===== config.mk =====
export PLATFORM = sky130hd
export DESIGN_NAME = axis_slave_fifo_flat
export DESIGN_NICKNAME = d
export VERILOG_FILES = /design/src/rtl/axis_slave_fifo_if.sv /design/src/rtl/axis_slave_fifo.sv /design/src/flat_wrapper.sv
export SDC_FILE = /design/constraint.sdc
export NUM_CORES = 1
export LEC_CHECK = 0
export CAP_MARGIN = 20
export CORE_UTILIZATION = 50
export CTS_CLUSTER_SIZE = 10
export DETAILED_ROUTE_END_ITERATION = 7
export PLACE_DENSITY = 0.67
export SLEW_MARGIN = 20
export SYNTH_ARGS = -nofsm -noshare
export SYNTH_HDL_FRONTEND = slang
export SYNTH_SLANG_ARGS = --single-unit

===== constraint.sdc =====
create_clock -name clk -period 6.5 [get_ports clk]
set_clock_uncertainty 0.05 [all_clocks]
set_input_delay 0.65 -clock clk [delete_from_list [all_inputs] [get_ports clk]]
set_output_delay 0.65 -clock clk [all_outputs]
set_load 0.05 [all_outputs]

===== src/rtl/axis_slave_fifo_if.sv =====
// AXI-Stream slave beat channel plus the local first-word-fall-through pop port.
// The FIFO uses the slave modport; whoever feeds the stream and pops uses master.
interface axis_slave_fifo_if #(
  parameter int DATA_WIDTH = 32
);
  logic                  axis_tvalid;
  logic                  axis_tready;
  logic [DATA_WIDTH-1:0] axis_tdata;
  logic                  may_pop;
  logic                  pop;
  logic [DATA_WIDTH-1:0] data;

  modport slave (
    input  axis_tvalid, axis_tdata, pop,
    output axis_tready, may_pop, data
  );

  modport master (
    output axis_tvalid, axis_tdata, pop,
    input  axis_tready, may_pop, data
  );
endinterface


===== src/rtl/axis_slave_fifo.sv =====
// AXIS-to-FWFT circular buffer: accepted beat is at the head one cycle later, pop advances next cycle.
// tready drops only at count==DEPTH and comes only from registered count (a pop reopens it a cycle later).
module axis_slave_fifo #(
  parameter int DATA_WIDTH = 32,
  parameter int DEPTH      = 16
) (
  input  logic                       clk,
  input  logic                       rst,
  axis_slave_fifo_if.slave           bus,
  output logic [$clog2(DEPTH+1)-1:0] count,
  output logic                       underflow
);
  localparam int AW = $clog2(DEPTH);
  localparam int CW = $clog2(DEPTH+1);

  logic [DATA_WIDTH-1:0] mem_q [DEPTH];
  logic [AW-1:0]         wr_ptr_q, wr_ptr_d;
  logic [AW-1:0]         rd_ptr_q, rd_ptr_d;
  logic [CW-1:0]         count_q, count_d;
  logic                  underflow_q, underflow_d;
  logic                  acc, rem;

  assign bus.axis_tready = (count_q != CW'(DEPTH));
  assign bus.may_pop     = (count_q != '0);
  assign bus.data        = mem_q[rd_ptr_q];
  assign count           = count_q;
  assign underflow       = underflow_q;

  always_comb begin
    acc         = bus.axis_tvalid && bus.axis_tready;
    rem         = bus.pop && bus.may_pop;
    wr_ptr_d    = wr_ptr_q;
    rd_ptr_d    = rd_ptr_q;
    count_d     = count_q;
    underflow_d = underflow_q;

    if (acc) begin
      wr_ptr_d = wr_ptr_q + AW'(1);
    end
    if (rem) begin
      rd_ptr_d = rd_ptr_q + AW'(1);
    end

    // Separate occupancy counter keeps full and empty distinct when the pointers meet.
    case ({acc, rem})
      2'b10:   count_d = count_q + CW'(1);
      2'b01:   count_d = count_q - CW'(1);
      default: count_d = count_q;
    endcase

    if (bus.pop && !bus.may_pop) begin
      underflow_d = 1'b1;
    end
  end

  always_ff @(posedge clk) begin
    if (rst) begin
      wr_ptr_q    <= '0;
      rd_ptr_q    <= '0;
      count_q     <= '0;
      underflow_q <= 1'b0;
    end else begin
      wr_ptr_q    <= wr_ptr_d;
      rd_ptr_q    <= rd_ptr_d;
      count_q     <= count_d;
      underflow_q <= underflow_d;
    end
  end

  // Storage is never cleared; a beat offered during reset must not land in it.
  always_ff @(posedge clk) begin
    if (acc && !rst) begin
      mem_q[wr_ptr_q] <= bus.axis_tdata;
    end
  end
endmodule


===== src/flat_wrapper.sv =====
// flat-port wrapper written by rule: the top's interface ports become plain ports
module axis_slave_fifo_flat 
#(
  parameter int DATA_WIDTH = 32,
  parameter int DEPTH      = 16
)
  (clk, rst, count, underflow, bus_axis_tvalid, bus_axis_tdata, bus_pop, bus_axis_tready, bus_may_pop, bus_data);
  axis_slave_fifo_if #(.DATA_WIDTH(DATA_WIDTH)) bus_i ();
  input  logic clk;
  input  logic rst;
  output logic [$clog2(DEPTH+1)-1:0] count;
  output logic underflow;
  input wire logic [$bits(bus_i.axis_tvalid)-1:0] bus_axis_tvalid;
  input wire logic [$bits(bus_i.axis_tdata)-1:0] bus_axis_tdata;
  input wire logic [$bits(bus_i.pop)-1:0] bus_pop;
  output wire logic [$bits(bus_i.axis_tready)-1:0] bus_axis_tready;
  output wire logic [$bits(bus_i.may_pop)-1:0] bus_may_pop;
  output wire logic [$bits(bus_i.data)-1:0] bus_data;
  assign bus_i.axis_tvalid = bus_axis_tvalid;
  assign bus_i.axis_tdata = bus_axis_tdata;
  assign bus_i.pop = bus_pop;
  assign bus_axis_tready = bus_i.axis_tready;
  assign bus_may_pop = bus_i.may_pop;
  assign bus_data = bus_i.data;
  axis_slave_fifo #(.DATA_WIDTH(DATA_WIDTH), .DEPTH(DEPTH)) u_core (.clk(clk), .rst(rst), .bus(bus_i), .count(count), .underflow(underflow));
endmodule

# == Yosys cells after proc, flatten, opt, wreduce, memory -nomap -nowiden ==
# Memory sizes are Yosys's and may differ from the RTL's. A register that Yosys moved wholly into a read port is not among the register bits.
# Index checks and enable logic that the tools add are counted.
# word_totals
regBits,14
mem_bits_rw,512
in_bits,36
out_inout_bits,40
elab_cells,25
mem_count,1
# op_classes
addsub,4
eq_ne,3
mux,5
reduce_logical,8
# memory_table
memory,words,width,rd,rd_ports_with_merged_regs,write_ports,line,source
u_core.mem_q,16,32,1,1,1,axis_slave_fifo.sv:16,logic [DATA_WIDTH-1:0] mem_q [DEPTH];
# ops
operator,count
5-bit one-hot mux with 2 select lines,1
4-bit by 1-bit adder with 4-bit output (second input constant),2
4-bit two-way mux,2
5-bit by 1-bit adder with 5-bit output (second input constant),1
5-bit inequality test (second input constant),1
5-bit nonzero test,1
5-bit by 1-bit subtractor with 5-bit output (second input constant),1
1-bit logical AND,4
2-bit by 1-bit == test with 1-bit output (second input constant),1
2-bit == test (second input constant),1
1-bit zero test,2
1-bit two-way mux,2
2-bit nonzero test,1

# == Depth between registers and ports, before layout ==
# logic_depth
word_depth,5
mapped_depth,12
mapped_depth_nobuf,10

# == Worst setup path before layout ==
# OpenSTA, ideal clock, no wires.
# synth_path
path_type,register -> register
from,register u_core.count_q[2] (netlist: u_core.count[2])
to,memory u_core.mem_q[15][0] (enable)
setup_time_ns,0.421
arrival_time_ns,2.901
t_required_ns,6.029
setup_slack_ns,3.127
path_stages_with_launch,6
n_path_buf,1
cell_sequence,dfxtp_1 clkbuf_1 nor4_2 a21boi_2 nand2_1 nor2_1
# synth_via
elab_chain_len,5
# synth_lines
item,line,source
"start, declared",axis_slave_fifo.sv:19,"logic [CW-1:0] count_q, count_d;"
"start signal, assigned",axis_slave_fifo.sv:65,count_q <= count_d;
5-bit inequality test,axis_slave_fifo.sv:23,assign bus.axis_tready = (count_q != CW'(DEPTH));
1-bit logical AND,axis_slave_fifo.sv:30,acc = bus.axis_tvalid && bus.axis_tready;
1-bit logical AND,axis_slave_fifo.sv:72,if (acc && !rst) begin
1-bit two-way mux,axis_slave_fifo.sv:72,
1-bit two-way mux (not written as such),axis_slave_fifo.sv:73,mem_q[wr_ptr_q] <= bus.axis_tdata;
"end, declared",axis_slave_fifo.sv:16,
# Every way passes these cells.

==> flow_summary.yaml <==
synth:
  synth_edf_count: 512
  async_reset_ff_frac: 0
  synth_area_leaders: "edfxtp_1 75%, mux4_2 12%, mux4_1 6.4%, dfxtp_1 1.8%, nor2_1 0.66%"
  synth_seq_area_share: 0.771
  yosys_register_bits: 530
  syn_avg_cell_area_sq_um: 24.6
  synth_top_cell_by_area: "edfxtp_1"
  syn_area_sq_um: 20400
  synth_top_area_share: 0.754
  syn_nets: 872
  yosysWarnings: 0
  synth_cell_types: 40
  synth_flop_cell: "edfxtp_1"
  syn-instance-count: 828
worst_setup_path:
  path_class: "reg -> out"
  crit_chain: "buf_4, mux4_1, mux4_2, clkdlybuf4s50_1"
  r2r_start: "u_core.count[1]$_SDFFE_PP0P_"
  cpPeakStageDelay_ns: 0.90
  critPathTopFamily: "buffers and inverters"
  crit_fanout: 44
  ff2ff_setup_slack_ns: 3.18
  cp_data_arrival_time_ns: 3.83
  start_kind: "flip-flop"
  cp.required_ns: 5.80
  cp-end-kind: "output pin"
  critPathSlowestCell: "dfxtp_4"
  cp_num_buf_inv: 2
drt:
  initialDrtViolationCount: 802
  via_per_inst: 6.02
  vias: 8957
  drt-total-wl_microns: 41100
  drc: 0
  avgRoutedWirePerCell_microns: 27.6
  firstDrtPassIters: 5
  antenna_left: 0
power_and_ir_drop:
  peakVddDrop_uv: 262
  p_per_area_nw_per_um2: 344
  leakage_uw: 0.00722
global_routing:
  grt_max_degree: 74
  grt_first_pass_wirelength_microns: 60800
  grt.total_usage: 0.205
  grt-ovfl-total: 0
  grt_antenna_before_repair: 1
  grt_pass1_vias: 9378
place:
  gp_congestion: 0.701
  dp_hpwl_microns: 21600
  io_buffers: 75
timing:
  maxSlewViolCount: 0
  timing.hold.ws_ns: 0.431
  finalHoldViolations: 0
  max_freq_mhz: 221
  slew_headroom: 0.428
  worstMarginPinSlew_ns: 0.858
  fin_tns_setup_ns: 0
  post-route-period-util: 0.698
  finalSetupViolCount: 0
  min_period_ns: 4.53
  rsz0062_at_grt: "no"
cts:
  cts_tree: "done"
  post_cts_resized: 0
  insertion_delay_ns: 0.60
  cts_setup_buffers: 0
  root_buffer: "clkbuf_16"
  clk_pin_slew_ns: 0.05
  htree_num_levels: 2
  clock_path_buffers: 3
  ctsHoldBuffers: 0
  cts_made_buffers: 59
  clock-sinks: 530
run_status:
  outcome: "finished clean"
flow_run:
  maxCapViolCount: 0
cells_and_area:
  drive_above_1_share: 0.231
  fin_util: 0.586
  nets: 992
  syn2layout_area_growth_pct: 15.0
  antenna_cells: 0
  fill_cells: 2836
floorplanning:
  num_rows: 73
  core_sq_um: 40000
  die_area_sq_um: 41600
  die_h_microns: 204
  pin_count: 76
  die_x_microns: 204
  start_util: 0.510
min_path:
  min_path_type: "reg -> reg"
  min_from: "u_core.underflow$_SDFFE_PP0P_"
per-layer routing:
metal  share of wire  track usage  up-vias
met1            0.43        0.285     4820
li1                -            -     3820
met4           0.018       0.0610        0
met2            0.50        0.332      259
met5               0            0        -
met3           0.053       0.0399       58
worst register-to-register path: cells and delay by family, from the launching register on:
family / cells / cell delay [ns]
multiplexers: 1 / 0.37
flip-flops: 1 / 0.39
adder cells (fa/ha/maj): 2 / 0.71
AND/OR/NAND/NOR: 2 / 0.86
buffers and inverters: 1 / 0.10
AO/OA/AOI/OAI: 3 / 0.73
stage by stage:
| stage | instances | worst slack [ns] | total power (uW) | area, sq um |
|---|---|---|---|---|
| 2_1_floorplan | 828 | 3.13 | 4920 | 20400 |
| 3_3_place_gp | 1412 | 2.51 | 5270 | 21900 |
| 3_5_place_dp | 1412 | 2.49 | 5280 | 21900 |
| 4_1_cts | 1488 | 1.85 | 8140 | 23500 |
| 5_1_grt | 1488 | 1.75 | 8330 | 23500 |
| 6_report | 1488 | 1.97 | 8060 | 23500 |
report_power, final:
| part | switching (uW) | leakage [uW] | total [uW] | internal [uW] |
|---|---|---|---|---|
| Sequential | 101 | 0.00476 | 3900 | 3800 |
| Combinational | 678 | 0.00168 | 1290 | 608 |
| Clock | 1220 | 0.000774 | 2870 | 1660 |
logic make-up (layout without fill, tap and decap cells):
| logic type | Yosys count | in the layout | share of synthesized area |
|---|---|---|---|
| flip-flops | 530 | 530 | 0.771 |
| multiplexers | 163 | 163 | 0.187 |
| AND/OR/NAND/NOR | 62 | 62 | 0.0139 |
| buffers and inverters | 44 | 179 | 0.0140 |
| AO/OA/AOI/OAI | 12 | 12 | 0.00442 |
| XOR/XNOR | 9 | 9 | 0.00386 |
| adder cells (fa/ha/maj) | 8 | 8 | 0.00491 |
cell usage after synthesis, types with 2 or more instances:
cell type / count
nand4_1: 2
nor3_1: 3
edfxtp_1: 512
buf_8: 3
buf_2: 4
mux4_1: 50
xnor2_1: 3
nor3b_1: 2
buf_1: 3
ha_1: 8
mux4_2: 110
nand2_1: 10
mux2i_1: 2
buf_6: 11
dfxtp_1: 18
inv_1: 4
clkbuf_1: 19
xor2_1: 6
nor4_1: 2
nor2_1: 36
state kept, by name, indices dropped and copies added (netlist names), named ones only:
name              cells
u_core.underflow      1
u_core.count          5
u_core.mem_q        512
u_core.wr_ptr_q       4
u_core.rd_ptr_q       4
worst paths after layout:
check                                   to  cells after the start
max                           bus_data[26]                      4
min          u_core.underflow$_SDFFE_PP0P_                      2
max reg2reg   u_core.count[4]$_SDFFE_PP0P_                      9
min reg2reg  u_core.underflow$_SDFFE_PP0P_                      2
cell type report:
cell class	count	area [sq um]	share of cell area
inverters	4	15.0	0.000640
flip-flops and latches	530	15700	0.671
clock inverters	4	67.6	0.00288
multi-input cells	254	4500	0.192
clock buffers	72	1530	0.0650
well taps	525	657	0.0280
repair buffers	99	956	0.0407
placed cells by master, fill, tap and decap left out, drive strengths merged:
cell type,n
nand2b,1
bufinv,1
o21a,1
clkdlybuf4s50,75
buf,24
nor2,36
ha,8
o21ai,1
a21o,1
a21oi,1
or3b,1
a31oi,1
o22ai,1
and3b,1
xnor2,3
mux2,1
a31o,1
nor4,3
inv,4
nor3b,2
nand4,2
dfxtp,18
clkinv,3
a22oi,1
a211o,1
clkbuf,72
a22o,1
nor2b,1
mux2i,2
edfxtp,512
a21boi,2
nand2,10
nand3b,1
mux4,160
or3,1
xor2,6
nor3,3
Note: power is estimated with default switching activity, not from simulation.
